### src/rtl/fsm_counter_pkg.sv
// Shared types and constants for the key-driven N-bit FSM counter.
package fsm_counter_pkg;

  // Press/release handshake states.
  typedef enum logic [1:0] {
    IDLE = 2'd0,
    EXEC = 2'd1,
    HOLD = 2'd2
  } state_e;

  // Decoded operation applied on one press.
  typedef enum logic [2:0] {
    OP_SEED = 3'd0,
    OP_ADD  = 3'd1,
    OP_SUB  = 3'd2,
    OP_SHL  = 3'd3,
    OP_SHR  = 3'd4
  } op_e;

  // Value loaded by a check (seed) operation.
  localparam logic [15:0] DEFAULT_SEED = 16'h1382;

endpackage

### src/rtl/fsm_counter_alu.sv
// Combinational datapath: add/sub with wrap or clamp, and shift/rotate by one.
// The seed load is handled by the caller; for OP_SEED the count passes through.
module fsm_counter_alu
  import fsm_counter_pkg::*;
#(
  parameter int unsigned WIDTH    = 16,
  parameter int unsigned STEP_W   = 4,
  parameter bit          SATURATE = 1'b0,
  parameter bit          ROTATE   = 1'b0
) (
  input  op_e              op,
  input  logic [WIDTH-1:0] count,
  input  logic [STEP_W-1:0] value,
  output logic [WIDTH-1:0] next_count,
  output logic             ovf
);

  // Arithmetic is done one bit wider so the top bit is the carry or borrow.
  logic [WIDTH:0] val_ext;
  logic [WIDTH:0] sum;
  logic [WIDTH:0] diff;

  assign val_ext = {{(WIDTH + 1 - STEP_W){1'b0}}, value};
  assign sum     = {1'b0, count} + val_ext;
  assign diff    = {1'b0, count} - val_ext;

  // Select the result for the requested operation.
  always_comb begin
    next_count = count;
    ovf        = 1'b0;
    case (op)
      OP_ADD: begin
        ovf = sum[WIDTH];
        if (SATURATE && sum[WIDTH]) next_count = '1;
        else                        next_count = sum[WIDTH-1:0];
      end
      OP_SUB: begin
        ovf = diff[WIDTH];
        if (SATURATE && diff[WIDTH]) next_count = '0;
        else                         next_count = diff[WIDTH-1:0];
      end
      OP_SHL: begin
        if (ROTATE) next_count = {count[WIDTH-2:0], count[WIDTH-1]};
        else        next_count = {count[WIDTH-2:0], 1'b0};
      end
      OP_SHR: begin
        if (ROTATE) next_count = {count[0], count[WIDTH-1:1]};
        else        next_count = {1'b0, count[WIDTH-1:1]};
      end
      default: begin
        next_count = count;
        ovf        = 1'b0;
      end
    endcase
  end

endmodule

### src/rtl/fsm_counter_nbit.sv
// Key-driven N-bit counter: one operation per press of enable.
//
// Handshake: enable is a level. Seen high in IDLE it moves to EXEC; the op is
// applied on the EXEC edge (operands sampled there) and op_done pulses for the
// cycle in which the new count is visible. HOLD waits for enable to drop, so a
// held key yields exactly one op. Reset lands in HOLD so a key held through
// reset must be released first.
module fsm_counter_nbit
  import fsm_counter_pkg::*;
#(
  parameter int unsigned      WIDTH    = 16,
  parameter int unsigned      STEP_W   = 4,
  parameter logic [WIDTH-1:0] SEED     = WIDTH'(DEFAULT_SEED),
  parameter bit               SATURATE = 1'b0,
  parameter bit               ROTATE   = 1'b0
) (
  input  logic              clock,
  input  logic              reset,
  input  logic              enable,
  input  logic              check,
  input  logic              mode,
  input  logic              direction,
  input  logic [STEP_W-1:0] value,
  output logic [WIDTH-1:0]  count,
  output logic              overflow,
  output logic              zero,
  output logic              op_done,
  output state_e            dbg_state_o
);

  state_e           state_q, state_d;
  logic             exec;
  op_e              op;
  logic [WIDTH-1:0] alu_next;
  logic             alu_ovf;

  logic [WIDTH-1:0] count_q, count_d;
  logic             overflow_q, overflow_d;
  logic             zero_q, zero_d;
  logic             op_done_q, op_done_d;

  // State register; reset parks in HOLD.
  always_ff @(posedge clock) begin
    if (reset) state_q <= HOLD;
    else       state_q <= state_d;
  end

  // Next-state logic for the press/release handshake.
  always_comb begin
    state_d = state_q;
    case (state_q)
      IDLE:    if (enable) state_d = EXEC;
      EXEC:    state_d = HOLD;
      HOLD:    if (!enable) state_d = IDLE;
      default: state_d = HOLD;
    endcase
  end

  // FSM output: the op is applied on the edge that leaves EXEC.
  always_comb begin
    exec = (state_q == EXEC);
  end

  // Op decode; check overrides mode and direction.
  always_comb begin
    if (check)     op = OP_SEED;
    else if (mode) op = direction ? OP_SUB : OP_ADD;
    else           op = direction ? OP_SHR : OP_SHL;
  end

  fsm_counter_alu #(
    .WIDTH    (WIDTH),
    .STEP_W   (STEP_W),
    .SATURATE (SATURATE),
    .ROTATE   (ROTATE)
  ) u_alu (
    .op         (op),
    .count      (count_q),
    .value      (value),
    .next_count (alu_next),
    .ovf        (alu_ovf)
  );

  // Datapath next values; overflow is sticky until a seed load.
  always_comb begin
    count_d    = count_q;
    overflow_d = overflow_q;
    op_done_d  = exec;
    if (exec) begin
      if (op == OP_SEED) begin
        count_d    = SEED;
        overflow_d = 1'b0;
      end else begin
        count_d    = alu_next;
        overflow_d = overflow_q | alu_ovf;
      end
    end
    zero_d = (count_d == '0);
  end

  // Datapath registers.
  always_ff @(posedge clock) begin
    if (reset) begin
      count_q    <= '0;
      overflow_q <= 1'b0;
      zero_q     <= 1'b1;
      op_done_q  <= 1'b0;
    end else begin
      count_q    <= count_d;
      overflow_q <= overflow_d;
      zero_q     <= zero_d;
      op_done_q  <= op_done_d;
    end
  end

  assign count       = count_q;
  assign overflow    = overflow_q;
  assign zero        = zero_q;
  assign op_done     = op_done_q;
  assign dbg_state_o = state_q;

endmodule

### config.mk
export PLATFORM = sky130hd
export DESIGN_NAME = fsm_counter_nbit
export DESIGN_NICKNAME = d
export VERILOG_FILES = /design/src/rtl/fsm_counter_pkg.sv /design/src/rtl/fsm_counter_alu.sv /design/src/rtl/fsm_counter_nbit.sv
export SDC_FILE = /design/constraint.sdc
export NUM_CORES = 1
export LEC_CHECK = 0
export ABC_AREA = 1
export ABC_CLOCK_PERIOD_IN_PS = 2650
export BUFFER_PORTS_ARGS = -buffer_cell sky130_fd_sc_hd__buf_4
export CORE_UTILIZATION = 59
export CTS_CLUSTER_DIAMETER = 120
export DETAILED_ROUTE_END_ITERATION = 10
export PLACE_DENSITY = 0.89
export REMOVE_ABC_BUFFERS = 1
export SKIP_LAST_GASP = 1
export SYNTH_ARGS = -nofsm -noshare
export SYNTH_HDL_FRONTEND = slang
export SYNTH_SLANG_ARGS = --single-unit
### constraint.sdc
create_clock -name clock -period 2.65 [get_ports clock]
set_input_delay 0.1325 -clock clock [delete_from_list [all_inputs] [get_ports clock]]
set_output_delay 0.1325 -clock clock [all_outputs]
set_load 0.02 [all_outputs]
==> results of run 1 <==
-- flip-flops by register name, indices dropped and copies added (netlist names) --
name and flops:
overflow 1, dbg_state_o 2, zero 1, count 16
op_done 1
-- logic make-up after synthesis --
logic type               count (synthesis)  synth area share [%]
buffers and inverters                   81                  14.0
AO/OA/AOI/OAI                           57                  12.8
flip-flops                              21                  16.6
AND/OR/NAND/NOR                        280                  50.1
adder cells (fa/ha/maj)                 12                  6.51
-- cells in the final DEF (no fill, tap or decap), drive strengths merged --
cell	synthesis	routed
a21oi	21	21
a31oi	1	1
and2	1	1
buf	15	35
clkbuf	3	3
clkinv	1	2
dfxtp	21	21
fa	2	2
ha	10	10
inv	62	62
nand2	124	124
nand3	74	74
nand3b	3	3
nand4	6	6
nor2	66	66
nor3	4	4
nor4	1	1
o2111ai	1	1
o21a	2	2
o21ai	24	24
o22ai	7	7
o31ai	1	1
or2	1	1
-- critical path: stages (launching register included) --
cell and delay [ps]:
sky130_fd_sc_hd__dfxtp_1 360, sky130_fd_sc_hd__inv_1 90, sky130_fd_sc_hd__ha_1 200, sky130_fd_sc_hd__fa_1 420, sky130_fd_sc_hd__nor2_2 230, sky130_fd_sc_hd__nor2_4 100, sky130_fd_sc_hd__nand2_1 70, sky130_fd_sc_hd__nand2_1 60
sky130_fd_sc_hd__a21oi_1 170, sky130_fd_sc_hd__nand2_1 80, sky130_fd_sc_hd__nand2_1 90, sky130_fd_sc_hd__nand2_1 60, sky130_fd_sc_hd__nor2_1 100, sky130_fd_sc_hd__nand2_1 60, sky130_fd_sc_hd__nor2_1 80, sky130_fd_sc_hd__nand3_1 70
sky130_fd_sc_hd__nand2_1 50
-- routing by layer --
layer	GRT usage [%]	up-vias	share of wire, %
met3	4.39	13	11
met2	56.2	164	45
met4	10.9	0	1.7
met1	49.0	1335	43
li1	-	1493	-
met5	0	-	0
-- where the power goes --
group	switching [uW]	internal, uW	total, uW
Sequential	6.59	321	327
Combinational	128	70.2	198
Clock	112	105	217
-- stage by stage --
step,area [um2],hold slack [ps]
2_1_floorplan,2420,202
3_3_place_gp,2750,394
3_5_place_dp,2750,403
4_1_cts,2800,119
5_1_grt,2800,128
6_report,2800,118
-- area by class of cell --
| type | count | area (um2) |
|---|---|---|
| tap | 50 | 62.6 |
| fill | 385 | 1260 |
| timing repair buffer | 35 | 263 |
| inverter | 63 | 241 |
| multi-input combinational | 349 | 1760 |
| clock buffer | 3 | 41.3 |
| sequential | 21 | 420 |
| clock inverter | 1 | 5.00 |
-- final timing paths --
kind / startpoint / end / slack (ps) / cells past startpoint
worst max-delay path: count[0] / zero / 300 / 16
worst min-delay path: enable / dbg_state_o[0] / 120 / 3
worst max register to register: count[0] / zero / 300 / 16
worst min register to register: dbg_state_o[1] / dbg_state_o[0] / 480 / 1
==> metrics.log, run 1 <==
[metrics] run status: complete, no violations
[metrics] WS Path Type: register to register
[metrics] Max H-tree Level: 1
[metrics] IO buf count: 30
[metrics] die width: 67.6 um
[metrics] number of cells produced by synthesis: 451
[metrics] Crit path arrival time: 2570 ps
[metrics] portion of the clock cycle consumed by the worst path in the final layout: 88.7%
[metrics] area of the die: 4570 um2
[metrics] most numerous cell in the Yosys netlist: sky130_fd_sc_hd__nand2_1
[metrics] number of CTS-inserted buffers: 3
[metrics] maximum root-to-sink buffer count: 2
[metrics] share of final-layout standard cells stronger than drive strength 1: 14.0%
[metrics] post-layout power: 743 uW
[metrics] max-cap check violation count: 0
[metrics] via count of the routed design: 3005
[metrics] largest cells by area after synthesis: sky130_fd_sc_hd__nand2_1 (18%), sky130_fd_sc_hd__dfxtp_1 (17%), sky130_fd_sc_hd__nand3_1 (14%), sky130_fd_sc_hd__inv_1 (8.6%), sky130_fd_sc_hd__nor2_1 (8.1%)
[metrics] worst-case vdd ir drop: 0.000327 V
[metrics] via density per instance: 5.76
[metrics] placeable core area: 4060 um2
[metrics] Routability Congestion: 1.03
[metrics] Max Slew Vio Count: 0
[metrics] count of hold-fix buffers inserted at cts: 0
[metrics] wire length of the first global-routing pass: 12100 um
[metrics] Final Hold Viols: 0
[metrics] Routed WL per cell: 14.2 um
[metrics] placed instance count: 518
[metrics] router iterations before antenna repair: 5
[metrics] core utilization of the finished layout: 68.9%
[metrics] clock root buffer: sky130_fd_sc_hd__clkbuf_8
[metrics] Post-synth EDFFs: 0
[metrics] total global-route track usage: 35.3%
[metrics] Yosys top cell area share: 17.6%
[metrics] clock period minus final worst setup slack: 2350 ps
[metrics] count of yosys warnings during synthesis: 0
[metrics] type of origin of the critical path: register
[metrics] number of ports placed on the die boundary: 31
[metrics] Place WS: 357 ps
[metrics] sink count of the clock tree: 21
[metrics] setup TNS: 0 ps
[metrics] number of distinct library cell variants in the gate-level netlist after synthesis: 37
[metrics] largest net degree at the start of global routing: 22
[metrics] library cell with the largest summed area after synthesis: sky130_fd_sc_hd__nand2_1
[metrics] Final setup violation count: 0
[metrics] remaining design rule violation count: 0
[metrics] required time worst endpoint: 2860 ps
[metrics] Worst-Margin Slew: 581 ps
[metrics] Async S/R FF share, synth: 0%
[metrics] Commonest cells post-synth: sky130_fd_sc_hd__nand2_1 (119), sky130_fd_sc_hd__nand3_1 (73), sky130_fd_sc_hd__inv_1 (58)
[metrics] total power per unit cell area: 266 nW/um2
[metrics] count of cells resized by post-cts repair: 0
[metrics] Congestion Overflow GR: 0
[metrics] Post-Route WL: 7420 um
[metrics] synthesis-to-finish area growth: 10.2%
[metrics] Layout Cells excl Fill: 522
[metrics] number of antenna violations at the first check in global routing: 0
[metrics] highest fanout seen on the critical path: 9
[metrics] Critical Path Sink Type: register
[metrics] Slew Limit Headroom: 61.2%
[metrics] RSZ-0062 raised after global routing: no
[metrics] Layout Nets: 495
[metrics] number of flip-flops and latches in the synthesized netlist: 21
[metrics] mapped cell area: 2540 um2
[metrics] Most used DFF post-synth: sky130_fd_sc_hd__dfxtp_1
[metrics] via count of the first global-routing pass: 2559
[metrics] worst skew pair latency: 270 ps
[metrics] number of buffers added for setup after CTS: 0
[metrics] Antenna diodes: 0
[metrics] worst min-delay path class: input pin to register
[metrics] initial cell density of the core: 62.5%
[metrics] clock tree from TritonCTS: built
[metrics] row count: 23
[metrics] detailed router's first-iteration violation count: 245
[metrics] Die Y: 67.6 um
[metrics] proportion of synthesized chip area in sequential cells: 16.6%
[metrics] post-CTS clock slew at the launch and capture registers of the worst setup and hold paths: 80 ps
[metrics] Final ANT Viol Nets: 0
[metrics] maximum clock skew at final layout: 4.94 ps
[metrics] leak pwr: 0.00149 uW
[metrics] synthesized area per cell: 5.62 um2
[metrics] final worst setup slack: 298 ps
[metrics] Detail Placement HPWL: 5830 um
[metrics] timing-limited maximum frequency: 425 MHz
No activity file was read; power rests on OpenSTA's default activity.
==> run 2, diff against run 1 <==
- CELL_PAD_IN_SITES_DETAIL_PLACEMENT: not set -> 0
- CELL_PAD_IN_SITES_GLOBAL_PLACEMENT: not set -> 1
- CORE_UTILIZATION: 59 -> 40
- SYNTH_HIERARCHICAL: not set -> 1
==> run 2 against run 1 <==
Utilization down 20 points. Combinational power up 16%. Global-route usage down 11 points. Sequential cell count unchanged. Die area up 48%. Sequential share of layout area down 0.55 points. Via count down 0.70%. Register-to-register slack worse by 100 ps. Largest power group unchanged. Largest cell class unchanged.
==> metrics.log, run 2 <==
[metrics] Final setup violation count: 0
[metrics] largest net degree at the start of global routing: 31
[metrics] adder and majority gate portion of the synthesized area: 6.42%
[metrics] via density per instance: 5.24
[metrics] core utilization of the finished layout: 48.5%
[metrics] Commonest cells post-synth: sky130_fd_sc_hd__nand2_1 (133), sky130_fd_sc_hd__inv_1 (69), sky130_fd_sc_hd__nor2_1 (59)
[metrics] leak pwr: 0.00148 uW
[metrics] share of final-layout standard cells stronger than drive strength 1: 16.4%
[metrics] worst min-delay path class: input pin to register
[metrics] Congestion Overflow GR: 0
[metrics] sink count of the clock tree: 21
[metrics] Die Y: 82.2 um
[metrics] Yosys top cell area share: 19.4%
[metrics] Final Hold Viols: 0
[metrics] Slew Limit Headroom: 64.6%
[metrics] Detail Placement HPWL: 6010 um
[metrics] worst-case vdd ir drop: 0.000310 V
[metrics] Crit path arrival time: 2660 ps
[metrics] simple-gate area share of the yosys netlist: 48.2%
[metrics] number of CTS-inserted buffers: 3
[metrics] total global-route track usage: 23.9%
[metrics] portion of the clock cycle consumed by the worst path in the final layout: 92.6%
[metrics] die width: 82.2 um
[metrics] initial cell density of the core: 42.4%
[metrics] final worst setup slack: 196 ps
[metrics] maximum root-to-sink buffer count: 2
[metrics] most numerous cell in the Yosys netlist: sky130_fd_sc_hd__nand2_1
[metrics] Synth Area in XOR/XNOR: 0%
[metrics] detailed router's first-iteration violation count: 306
[metrics] WS Path Type: register to register
[metrics] highest fanout seen on the critical path: 5
[metrics] placeable core area: 6060 um2
[metrics] router iterations before antenna repair: 5
[metrics] Max H-tree Level: 1
[metrics] Post-synth EDFFs: 0
[metrics] commonest non-fill, non-tap cell in the layout: sky130_fd_sc_hd__nand2_1
[metrics] via count of the routed design: 2984
[metrics] number of distinct library cell variants in the gate-level netlist after synthesis: 34
[metrics] count of hold-fix buffers inserted at cts: 0
[metrics] proportion of synthesized chip area in sequential cells: 16.3%
[metrics] clock period minus final worst setup slack: 2450 ps
[metrics] type of origin of the critical path: register
[metrics] Place WS: 68.8 ps
[metrics] clock root buffer: sky130_fd_sc_hd__clkbuf_8
[metrics] post-CTS clock slew at the launch and capture registers of the worst setup and hold paths: 70 ps
[metrics] slowest cell on the critical path: sky130_fd_sc_hd__fa_2
[metrics] total power per unit cell area: 260 nW/um2
[metrics] wire length of the first global-routing pass: 12500 um
[metrics] Final ANT Viol Nets: 0
[metrics] number of cells produced by synthesis: 467
[metrics] run status: complete, no violations
[metrics] flip-flop count of the largest register, all copies and words added: 16
[metrics] synthesized area per cell: 5.51 um2
[metrics] setup TNS: 0 ps
[metrics] Worst-Margin Slew: 529 ps
[metrics] buffer and inverter count on the worst path: 3
[metrics] mapped cell area: 2570 um2
[metrics] synthesis-to-finish area growth: 14.2%
[metrics] area of the die: 6760 um2
[metrics] Post-Route WL: 7730 um
[metrics] max-cap check violation count: 0
[metrics] Antenna diodes: 0
[metrics] count of yosys warnings during synthesis: 6
[metrics] timing-limited maximum frequency: 407 MHz
[metrics] most numerous cell on the critical path: sky130_fd_sc_hd__nand2_1
[metrics] fraction of the mapped netlist area in compound gates: 12.4%
[metrics] row count: 28
[metrics] remaining design rule violation count: 0
[metrics] number of ports placed on the die boundary: 31
[metrics] worst skew pair latency: 260 ps
[metrics] clock tree from TritonCTS: built
[metrics] Critical Path Sink Type: register
[metrics] leading cell types in the layout, fill and taps excluded: sky130_fd_sc_hd__nand2_1 (128), sky130_fd_sc_hd__inv_1 (67), sky130_fd_sc_hd__nor2_1 (59)
[metrics] cell family with most CP delay: simple AND/OR/NAND/NOR gates
[metrics] number of antenna violations at the first check in global routing: 0
[metrics] maximum single-stage delay on the critical path: 400 ps
[metrics] via count of the first global-routing pass: 2609
[metrics] library cell with the largest summed area after synthesis: sky130_fd_sc_hd__nand2_1
[metrics] Max Slew Vio Count: 0
[metrics] IO buf count: 30
[metrics] required time worst endpoint: 2860 ps
[metrics] Critical Path, Cell by Cell: inv_2, ha_2, fa_2, inv_1, nand3_1, nand2_2, nor2_2, nand2_2, o21ai_1, a21oi_2, nand2_1, nor2_1, nand2_1, nand2_2, nand2_1, inv_1, nand2_1, nor2_1, nand2_1, nand2_1
[metrics] Routability Congestion: 0.959
[metrics] Layout Nets: 517
[metrics] Async S/R FF share, synth: 0%
[metrics] Routed WL per cell: 13.6 um
[metrics] combinational family with the most area after synthesis: simple AND/OR/NAND/NOR gates
[metrics] largest cells by area after synthesis: sky130_fd_sc_hd__nand2_1 (19%), sky130_fd_sc_hd__dfxtp_1 (16%), sky130_fd_sc_hd__inv_1 (10%), sky130_fd_sc_hd__nand3_1 (9.7%), sky130_fd_sc_hd__nor2_1 (8.6%)
[metrics] Most used DFF post-synth: sky130_fd_sc_hd__dfxtp_1
[metrics] mux cell area share after synthesis: 0%
[metrics] number of flip-flops and latches in the synthesized netlist: 21
[metrics] maximum clock skew at final layout: 3.00 ps
[run 2: cell types whose count changed after synthesis, sizes merged, moves of 4 or more]
| cell | before | now |
|---|---|---|
| nand4 | 6 | 16 |
| nor3 | 4 | 8 |
| o21ai | 24 | 14 |
| o22ai | 7 | 15 |
| nand3 | 74 | 52 |
| nor2 | 66 | 62 |
| nand2 | 124 | 136 |
| inv | 62 | 78 |
| a21oi | 21 | 25 |
[run 2: cell families after synthesis]
logic type | after synthesis
buffers and inverters | 98
DFF | 21
and+or+nand+nor | 279
AOI/OAI and AO/OA | 57
adders and majority gates | 12
[run 2: per-layer routing]
metal	vias up	wire length, um	GRT usage [%]
li1	1548	-	-
met4	0	119	6.14
met1	1317	3590	34.7
met5	-	0	0
met3	13	467	0.769
met2	106	3550	38.4
[run 2: final timing paths]
path / endpoint / startpoint / slack, ps / cells after the start
setup / recovery: zero / count[0] / 200 / 20
setup reg to reg: zero / count[0] / 200 / 20
hold / removal: dbg_state_o[0] / enable / 120 / 3
hold reg to reg: overflow / overflow / 470 / 2
[run 2: layout make-up]
class	instances	area (um2)
Timing Repair Buffer	43	335
Tap cell	75	93.8
Multi-Input combinational cell	348	1740
Clock buffer	4	45.0
Fill cell	667	3120
Sequential cell	21	425
Inverter	78	293
[run 2: metrics by stage]
| stage | total power [uW] | cell area [um2] | hold slack, ps | cells |
|---|---|---|---|---|
| CTS | 768 | 2900 | 120 | 568 |
| finish | 764 | 2940 | 123 | 569 |
| detailed placement | 559 | 2860 | 401 | 564 |
| global placement | 558 | 2860 | 387 | 564 |
| floorplan | 478 | 2440 | 202 | 447 |
| global route | 804 | 2940 | 141 | 569 |
[run 2: where the power goes]
part	internal (uW)	switching (uW)	total, uW
Sequential	320	7.68	328
Combinational	81.9	147	229
Clock	107	99.7	207
[run 2: worst min-delay path, stage by stage]
cell                     delay, ps
sky130_fd_sc_hd__buf_4         100
sky130_fd_sc_hd__inv_1          60
sky130_fd_sc_hd__nor4_1         50
[run 2: repair_timing]
action,in CTS,in global routing
endpoints found under the setup margin,0,2
buffers inserted,0,1
gates resized for setup,0,13
==> run 3, diff against run 2 <==
- BUFFER_PORTS_ARGS: -buffer_cell sky130_fd_sc_hd__buf_4 -> -buffer_cell sky130_fd_sc_hd__buf_2
==> run 3 against run 2 <==
Global-route usage grew 0.28 points. Combinational power shrank 2%. Sequential power is essentially flat. Final cell count is the same. Wire length shrank 0.32%. Utilization shrank 1.2 points. Clock-buffer cell count is the same. Non-clock buffer count is the same. Die area is the same.
==> metrics.log, run 3 (synthesized netlist as in run 2, its figures left out) <==
[metrics] worst min-delay path class: input pin to register
[metrics] worst-case vdd ir drop: 0.000211 V
[metrics] Slew Limit Headroom: 64.0%
[metrics] Post-Route WL: 7700 um
[metrics] fill count: 670
[metrics] sink count of the clock tree: 21
[metrics] Final setup violation count: 0
[metrics] leak pwr: 0.00147 uW
[metrics] final worst setup slack: 295 ps
[metrics] leading cell types in the layout, fill and taps excluded: sky130_fd_sc_hd__nand2_1 (131), sky130_fd_sc_hd__inv_1 (68), sky130_fd_sc_hd__nor2_1 (57)
[metrics] clock period minus final worst setup slack: 2360 ps
[metrics] detailed router's first-iteration violation count: 214
[metrics] flip-flop count of the largest register, all copies and words added: 16
[metrics] number of ports placed on the die boundary: 31
[metrics] placed instance count: 564
[metrics] maximum clock skew at final layout: 5.21 ps
[metrics] run status: complete, no violations
[metrics] Antenna diodes: 0
[metrics] initial cell density of the core: 42.4%
[metrics] share of final-layout standard cells stronger than drive strength 1: 16.0%
[metrics] remaining design rule violation count: 0
[metrics] Routed WL per cell: 13.5 um
[metrics] router iterations before antenna repair: 4
[metrics] Layout Cells excl Fill: 569
[metrics] sequential cell area: 423 um2
[metrics] via density per instance: 5.29
[metrics] count of hold-fix buffers inserted at cts: 0
[metrics] die width: 82.2 um
[metrics] post-CTS clock slew at the launch and capture registers of the worst setup and hold paths: 90 ps
[metrics] area of the die: 6760 um2
[metrics] Final ANT Viol Nets: 0
[metrics] Worst-Margin Slew: 538 ps
[metrics] total power per unit cell area: 271 nW/um2
[metrics] Multi-input gate area: 1760 um2
[metrics] Final Hold Viols: 0
[metrics] post-layout power: 775 uW
[metrics] Place WS: 108 ps
[metrics] Congestion Overflow GR: 0
[metrics] clock tree from TritonCTS: built
[metrics] wire length of the first global-routing pass: 12800 um
[metrics] commonest non-fill, non-tap cell in the layout: sky130_fd_sc_hd__nand2_1
[metrics] worst skew pair latency: 270 ps
[metrics] type of origin of the critical path: register
[metrics] Detail Placement HPWL: 5880 um
[metrics] total global-route track usage: 24.1%
[metrics] portion of the clock cycle consumed by the worst path in the final layout: 88.9%
[metrics] number of antenna violations at the first check in global routing: 0
[metrics] Critical Path Sink Type: register
[metrics] Routability Congestion: 0.955
[metrics] WS Path Type: register to register
[metrics] required time worst endpoint: 2860 ps
[metrics] Die Y: 82.2 um
[metrics] IO buf count: 30
[metrics] timing-limited maximum frequency: 425 MHz
[metrics] Layout Nets: 517
[metrics] synthesis-to-finish area growth: 11.3%
[metrics] largest net degree at the start of global routing: 31
[metrics] highest fanout seen on the critical path: 5
[metrics] number of CTS-inserted buffers: 3
[metrics] clock root buffer: sky130_fd_sc_hd__clkbuf_8
[metrics] hold_ws: 97.8 ps
[metrics] via count of the first global-routing pass: 2638
[metrics] Max H-tree Level: 1
[metrics] Max Slew Vio Count: 0
[metrics] via count of the routed design: 3010
[metrics] max-cap check violation count: 0
[metrics] placeable core area: 6060 um2
[metrics] row count: 28
[metrics] Crit path arrival time: 2570 ps
[metrics] maximum root-to-sink buffer count: 2
[run 3: path summary, 6_finish.rpt]
kind | startpoint | end | slack, ps | cells past startpoint
max | count[0] | zero | 290 | 20
min | enable | dbg_state_o[0] | 100 | 3
max reg2reg | count[0] | zero | 290 | 20
min reg2reg | dbg_state_o[1] | dbg_state_o[0] | 460 | 1
[run 3: area by class of cell]
class | count | share of cell area [%]
Multi-Input combinational cell | 348 | 61.5
Sequential cell | 21 | 14.8
Inverter | 78 | 10.2
Timing Repair Buffer | 43 | 8.65
Tap cell | 75 | 3.28
Clock buffer | 4 | 1.57
[run 3: power by group]
part | internal (uW) | leakage, uW | switching, uW | total [uW]
Clock | 107 | 0.0000228 | 116 | 223
Combinational | 74.9 | 0.00128 | 149 | 224
Sequential | 321 | 0.000171 | 6.70 | 328
[run 3: metal layers]
layer | up-vias | global-route usage (%) | routed length (um)
li1 | 1546 | - | -
met1 | 1331 | 35.7 | 3650
met2 | 124 | 37.9 | 3470
met3 | 9 | 1.54 | 499
met4 | 0 | 5.44 | 78
met5 | - | 0 | 0
[run 3: per-stage QoR]
stage | utilization (%) | TNS (ps) | cell area [um2]
after global routing | 47.2 | -9.42 | 2860
after global placement | 45.7 | 0 | 2770
after CTS | 46.4 | 0 | 2820
after detailed placement | 45.7 | 0 | 2770
after floorplan | - | 0 | 2440
final | 47.2 | 0 | 2860
[run 3: worst max-delay path, stage by stage, from the launching register on]
cell                      delay, ps
sky130_fd_sc_hd__dfxtp_2        360
sky130_fd_sc_hd__inv_1           80
sky130_fd_sc_hd__ha_1           200
sky130_fd_sc_hd__fa_2           360
sky130_fd_sc_hd__inv_1           80
sky130_fd_sc_hd__nand3_2        100
sky130_fd_sc_hd__nand2_4        130
sky130_fd_sc_hd__nor2_4          50
sky130_fd_sc_hd__nand2_1         80
sky130_fd_sc_hd__o21ai_1         60
sky130_fd_sc_hd__a21oi_1        120
sky130_fd_sc_hd__nand2_1         70
sky130_fd_sc_hd__nor2_1         100
sky130_fd_sc_hd__nand2_1         70
sky130_fd_sc_hd__nand2_1         80
sky130_fd_sc_hd__nand2_1         50
sky130_fd_sc_hd__inv_1           40
sky130_fd_sc_hd__nand2_1         50
sky130_fd_sc_hd__nor2_2         100
sky130_fd_sc_hd__nand2_1         60
sky130_fd_sc_hd__nand2_1         50
[run 3: timing repair]
action,CTS,global route
endpoints found under the setup margin,0,1
setup buffers,0,1
gates resized for setup,0,14
